## src/rtl/prod_accum_sat.sv

```systemverilog
// prod_accum_sat: accumulates a fixed window of signed products into a
// saturating signed accumulator and presents one result per window.
// The input and output sides each use a valid/ready handshake. The result
// is held under output backpressure, and no new products are taken while
// it is held.
module prod_accum_sat #(
  parameter int IN_WIDTH  = 10,
  parameter int ACC_WIDTH = 12,
  parameter int NUM_TERMS = 8
) (
  input  logic                 clk,
  input  logic                 rst,
  input  logic                 clear,
  input  logic                 in_valid,
  output logic                 in_ready,
  input  logic [IN_WIDTH-1:0]  in_data,
  output logic                 out_valid,
  input  logic                 out_ready,
  output logic [ACC_WIDTH-1:0] out_data,
  output logic                 out_sat
);

  // The count reaches NUM_TERMS-1 at most. Keep at least one bit so that the
  // width stays legal for small windows.
  localparam int CNT_W = (NUM_TERMS > 2) ? $clog2(NUM_TERMS) : 1;
  localparam logic [CNT_W-1:0] LAST_IDX = CNT_W'(NUM_TERMS - 1);

  localparam logic [ACC_WIDTH-1:0] ACC_MAX = {1'b0, {(ACC_WIDTH-1){1'b1}}};
  localparam logic [ACC_WIDTH-1:0] ACC_MIN = {1'b1, {(ACC_WIDTH-1){1'b0}}};

  localparam logic [0:0] ST_ACCUM = 1'b0;
  localparam logic [0:0] ST_HOLD  = 1'b1;

  logic [0:0]           state;
  logic [ACC_WIDTH-1:0] acc;
  logic [CNT_W-1:0]     count;
  logic                 sat_flag;

  logic [IN_WIDTH-1:0]  in_masked;
  logic [ACC_WIDTH:0]   sum_wide;
  logic                 clamp_hi;
  logic                 clamp_lo;
  logic                 clamp;
  logic [ACC_WIDTH-1:0] sum_sat;
  logic                 accept;

  // Handshake flags depend only on state and rst.
  assign in_ready  = ~rst & (state == ST_ACCUM);
  assign out_valid = (state == ST_HOLD);
  assign accept    = in_valid & in_ready;

  // Sign-extended add at ACC_WIDTH+1 bits, followed by the clamp to the accumulator range.
  always_comb begin
    // NOTE: every combinational output is given a default first. A path that
    // leaves a variable unassigned would otherwise infer a latch.
    in_masked = '0;
    if (in_valid) in_masked = in_data;   // keep an idle-bus X out of the adder
    sum_wide = {acc[ACC_WIDTH-1], acc}
             + {{(ACC_WIDTH+1-IN_WIDTH){in_masked[IN_WIDTH-1]}}, in_masked};
    // If the two top bits disagree, the true sum is outside the ACC_WIDTH range.
    clamp_hi = ~sum_wide[ACC_WIDTH] &  sum_wide[ACC_WIDTH-1];
    clamp_lo =  sum_wide[ACC_WIDTH] & ~sum_wide[ACC_WIDTH-1];
    clamp    = clamp_hi | clamp_lo;
    if (clamp_hi)      sum_sat = ACC_MAX;
    else if (clamp_lo) sum_sat = ACC_MIN;
    else               sum_sat = sum_wide[ACC_WIDTH-1:0];
  end

  // Window FSM: accumulate in ACCUM, present and hold the result in HOLD.
  always_ff @(posedge clk or posedge rst) begin
    // NOTE: all state is written with non-blocking assignments. Every
    // register then samples the values from before the edge, whatever order
    // the statements are in.
    if (rst) begin
      state    <= ST_ACCUM;
      acc      <= '0;
      count    <= '0;
      sat_flag <= 1'b0;
      out_data <= '0;
      out_sat  <= 1'b0;
    end else if (clear) begin
      // Abort the window. Any held result is dropped, and out_data keeps its stale value.
      state    <= ST_ACCUM;
      acc      <= '0;
      count    <= '0;
      sat_flag <= 1'b0;
    end else begin
      case (state)
        ST_ACCUM: begin
          if (accept) begin
            if (count == LAST_IDX) begin
              out_data <= sum_sat;
              out_sat  <= sat_flag | clamp;
              acc      <= '0;
              count    <= '0;
              sat_flag <= 1'b0;
              state    <= ST_HOLD;
            end else begin
              acc      <= sum_sat;
              count    <= count + CNT_W'(1);
              sat_flag <= sat_flag | clamp;
            end
          end
        end
        ST_HOLD: begin
          if (out_ready) state <= ST_ACCUM;
        end
        default: state <= ST_ACCUM;
      endcase
    end
  end

endmodule
```

## config.mk

```make
export PLATFORM = sky130hd
export DESIGN_NAME = prod_accum_sat
export DESIGN_NICKNAME = d
export VERILOG_FILES = /design/src/rtl/prod_accum_sat.sv
export SDC_FILE = /design/constraint.sdc
export NUM_CORES = 1
export LEC_CHECK = 0
export ABC_AREA = 1
export BUFFER_PORTS_ARGS = -buffer_cell sky130_fd_sc_hd__buf_2
export CAP_MARGIN = 0
export CORE_ASPECT_RATIO = 0.8
export CORE_MARGIN = 5
export CORE_UTILIZATION = 55
export DETAILED_ROUTE_END_ITERATION = 10
export GPL_TIMING_DRIVEN = 1
export PLACE_DENSITY = 0.89
export SYNTH_ARGS = -nofsm -noshare
export SYNTH_HDL_FRONTEND = slang
export SYNTH_SLANG_ARGS = --single-unit
```

## constraint.sdc

```tcl
create_clock -name clk -period 3 [get_ports clk]
set_input_delay 0.15 -clock clk [delete_from_list [all_inputs] [get_ports clk]]
set_output_delay 0.15 -clock clk [all_outputs]
set_load 0.05 [all_outputs]
```

# --- Word level (Yosys, flattened, before mapping) ---
# Index checks and enable logic that the tools add are counted.
word_totals:
  output_inout_bits: 15
  register_bits: 30
classes:
  eq_ne: 2
  reduce_logical: 3
  muxes: 20
  n_addsub: 2
  n_bitwise: 11
op_table:
  columns: ["cell", "n"]
  rows:
  - ["12-bit two-way mux", 6]
  - ["12-bit by 10-bit adder with 13-bit output", 1]
  - ["3-bit two-way mux", 4]
  - ["10-bit two-way mux", 1]
  - ["1-bit two-way mux", 8]
  - ["1-bit NOT", 5]
  - ["1-bit bitwise AND", 4]
  - ["4-bit AND reduction", 1]
  - ["3-bit by 1-bit adder with 3-bit output, second input constant", 1]
  - ["3-bit == test, second input constant", 1]
  - ["2-bit inequality test, second input constant", 1]
  - ["1-bit bitwise OR", 2]
  - ["1-bit one-hot mux with 2 select lines", 1]
  - ["2-bit AND reduction", 1]
  - ["2-bit nonzero test", 1]

# --- Logic depth before layout (Yosys ltp) ---
depth:
  depth_word: 10
  mapped_depth: 22

# --- Worst setup path after synthesis ---
# OpenSTA, ideal clock, no wires.
synth_path:
  path_kind: "input-to-reg"
  from: "in in_valid"
  to: "reg acc[2]"
  t_arrival_ns: 2.537
  setup_time_ns: 0.126
  cell_stages: 20
  path_buffers: 2
  setup_slack_ns: 0.337
  required_time_ns: 2.874
  path_cell_list: "clkbuf_1 -> nand2_1 -> inv_1 -> ha_1 -> inv_1 -> fa_1 -> inv_1 -> nand3_1 -> nand3_1 -> nand2_1 -> nand2_1 -> nand2_1 -> nand3_1 -> nand2_1 -> ha_1 -> inv_1 -> clkbuf_1 -> o21ai_0 -> inv_1 -> o21ai_0"
synth_between:
  elab_chain_len: 10
  word_cells_on_any_way: 15
synth_rtl:
  columns: ["element", "line_no", "text"]
  rows:
  - ["start: declaration", "14", "input logic in_valid,"]
  - ["10-bit two-way mux", "57", "if (in_valid) in_masked = in_data;"]
  - ["12-bit by 10-bit adder with 13-bit output", "59", "+ {{(ACC_WIDTH+1-IN_WIDTH){in_masked[IN_WIDTH-1]}}, in_masked};"]
  - ["1-bit NOT", "62", "clamp_lo = sum_wide[ACC_WIDTH] & ~sum_wide[ACC_WIDTH-1];"]
  - ["1-bit bitwise AND", "62", null]
  - ["12-bit two-way mux", "65", "else if (clamp_lo) sum_sat = ACC_MIN;"]
  - ["12-bit two-way mux", "64", "if (clamp_hi) sum_sat = ACC_MAX;"]
  - ["12-bit two-way mux", "91", "if (count == LAST_IDX) begin"]
  - ["12-bit two-way mux", "90", "if (accept) begin"]
  - ["12-bit two-way mux", "88", "case (state)"]
  - ["12-bit two-way mux", "81", "end else if (clear) begin"]
  - ["end signal: assignment", "99", "acc <= sum_sat;"]
  - ["end: declaration", "35", "logic [ACC_WIDTH-1:0] acc;"]
# Several ways; a longest one is shown, not always the timed one. The select of a mux whose other input is x is not followed.
# A chain may end at the register's enable or synchronous reset.

# --- Final worst setup path ---
layout_path:
  from: "reg acc[0]"
  to: "reg out_data[10]"
layout_between:
  elab_chain_len: 5
  word_cells_on_any_way: 7
layout_rtl:
  columns: ["element", "line_no", "text"]
  rows:
  - ["12-bit by 10-bit adder with 13-bit output *", "59", null]
  - ["1-bit NOT", "62", null]
  - ["1-bit bitwise AND", "62", null]
  - ["12-bit two-way mux", "65", null]
  - ["12-bit two-way mux *", "64", null]
  - ["end signal: assignment", "92", "out_data <= sum_sat;"]
  - ["end: declaration", "19", "output logic [ACC_WIDTH-1:0] out_data,"]
# Every way passes the cells marked *; elsewhere a longest branch is shown, timed or not.

==> flow_summary.ini <==
[global_route]
grt_pass1_wl_um = 8290
grt_pass1_vias = 1778
antenna_found_initial = 0
grt_max_degree = 31
grt_overflow_total = 0
grtUsageTotal_pct = 21.0

[finish]
fin_util_pct = 66.1
layout_common_cells = nand2_1, inv_1, dfrtp_1
fillers = 339
syn_to_final_growth_pct = 12.5
nNetsFinal = 353
diodes = 0
regArea_um2 = 751
multiInputGateArea_mm2 = 0.00111
drive_gt1_share_pct = 16.5
layout_commonest_cell = nand2_1

[critical_path]
cp_common_cell = nand2_1
start_kind = flop
end_kind = flop
cp_data_arrival_time_ps = 2910
slowest_delay_ps = 400
slowest_stage = fa_1
path_max_fanout = 6
crit_required_ps = 3210
path_cells = ha_1 -> inv_1 -> fa_1 -> inv_2 -> nand3_1 -> nand3_1 -> nand2_1 -> nand2_1 -> nand2_1 -> nand2_1 -> nand2_1 -> nand2_1 -> inv_1 -> ha_1 -> inv_2 -> buf_4 -> nand3_1 -> nand2_1 -> nand2_1 -> nand2_1
critical_path_class = reg -> reg

[timing]
timing.final.crit_share_pct = 89.8
skew_ps = 4.70
fin_tns_setup_ps = 0
finalCriticalPeriod_ps = 2690
fmax_mhz = 371
worst_pin_slew_ps = 1100
slew_violations = 0
hold_violations = 0
relSlewSlack_pct = 26.9
setup_violations = 0
rsz0062_at_grt = false

[floorplan]
start_util_pct = 58.7
core-area_mm2 = 0.00352
die_area_mm2 = 0.00509
die_h_um = 64.8
die_x_um = 78.5
ios = 30
num_rows = 19

[detailed_routing]
avgRoutedWirePerCell_um = 13.9
detail-route-antenna-nets = 0
drt_iter0_markers = 161
via_count = 1928
post_drt_via_cell_ratio = 5.31
drcViolationCount = 0
drt_pre_antenna_iters = 4
routed_wl_um = 5050

[clock_tree]
htreeDepth = 2
clock_sink_count = 30
cts_max_path_buffers = 2
cts_tree = yes
clockRootBuffer = clkbuf_8
hold_buffers = 0
clock_latency_ps = 280
numCtsBuffers = 5
clkTransAtPathRegs_ps = 60

[place]
globalplace.congestion = 0.929
port_buffers = 29
dp_hpwl_um = 3890

[job]
drv_cap = 0

[synth]
ys_types = 32
yosys_register_bits = 30
synth_area_mm2 = 0.00207
synth_area_per_cell_um2 = 7.20
synth-seq-area-share_pct = 36.3
synthCells = 287
yosys_warnings = 0
synth_nets = 319

[power]
p_per_area_mw_per_mm2 = 418
power.leakage_nw = 1.41
finalPower_mw = 0.971
ir_worst_vdd_mv = 0.469

[hold_path]
hold_class = in -> reg

[status]
outcome = finished, final reports clean
cell usage after synthesis:
master    number  area share [%]
nand2_1      111              20
inv_1         40             7.3
dfrtp_1       30              36
nand3_1       18             4.4
ha_1          16             9.7
nor2_1        15             2.7
o21ai_0       12             2.9
a21oi_1        7             1.7
a31oi_1        4             1.2
nand3b_1       4             1.5
o21ai_2        3             1.3
a22o_2         2            0.97
buf_6          2             1.1
clkbuf_1       2            0.36
nand4_1        2            0.61
nor2_4         2             1.1
nor3_1         2            0.48
a32o_1         1            0.48
buf_4          1            0.36
clkinv_1       1            0.18
fa_1           1            0.97
inv_2          1            0.18
inv_4          1            0.30
nand2_2        1            0.30
nand3_2        1            0.48
nor2_2         1            0.30
nor2_8         1            0.97
o21ai_1        1            0.24
o31ai_1        1            0.36
or2_2          1            0.30
xnor2_1        1            0.42
xor2_1         1            0.42
through the flow:
step	hold WS (ps)	cells	area (um^2)	setup slack, ps
floorplan	236	287	2070	337
global placement	331	355	2240	242
detailed placement	337	355	2240	29.2
CTS	49.5	362	2320	180
global route	49.5	363	2320	44.9
finish	53.6	363	2320	306
layer usage:
layer	vias up	wire (um)	part of all wire (%)	global-route usage, %
met5	-	0	0	0
li1	971	-	-	-
met4	0	68	1.3	8.52
met2	59	2170	43	31.1
met1	891	2440	48	30.3
met3	7	376	7.4	3.88
final timing paths:
path,cells after the start,to,start,slack (ps)
setup reg to reg,20,out_data[10],acc[0],310
max in group asynchronous,2,acc[8],rst,2180
min in group asynchronous,2,out_data[3],rst,160
setup / recovery,20,out_data[10],acc[0],310
hold reg to reg,2,out_data[11],out_data[11],480
hold / removal,2,out_valid,out_ready,50
layout make-up:
cell class	instances	area share, %
Tap cell	42	2.26
Sequential cell	30	32.3
Clock buffer	7	3.28
Multi-Input combinational cell	209	47.9
Timing Repair Buffer	32	7.21
Inverter	43	7.05
power by group:
part | internal (mW) | switching (mW)
Clock | 0.159 | 0.141
Sequential | 0.423 | 0.0131
Combinational | 0.0764 | 0.159
logic make-up (layout without fill, tap and decap cells):
logic type | after synthesis | in the layout | synth area share, %
AND/OR/NAND/NOR | 159 | 159 | 33.3
flip-flops | 30 | 30 | 36.3
XOR/XNOR | 2 | 2 | 0.848
adder cells (fa/ha/maj) | 17 | 17 | 10.7
AO/OA/AOI/OAI | 31 | 31 | 9.15
buffers and inverters | 48 | 82 | 9.75
worst max-delay path, delay by kind of cell, from the launching register on:
kind	cells	cell delay (ps)
adders and majority gates	3	810
buffers and inverters	5	420
DFF	1	370
and+or+nand+nor	12	1030
registers in the layout, indices dropped and copies added, names as in the netlist:
name and count:
acc 12, count 3, out_data 12, out_sat 1, out_valid 1, sat_flag 1
repair_timing:
item                       4_1_cts  5_1_grt
buffers inserted                 0        1
resized for setup                0        3
setup endpoints to repair        0       15
Note: power is estimated with default switching activity, not from simulation.
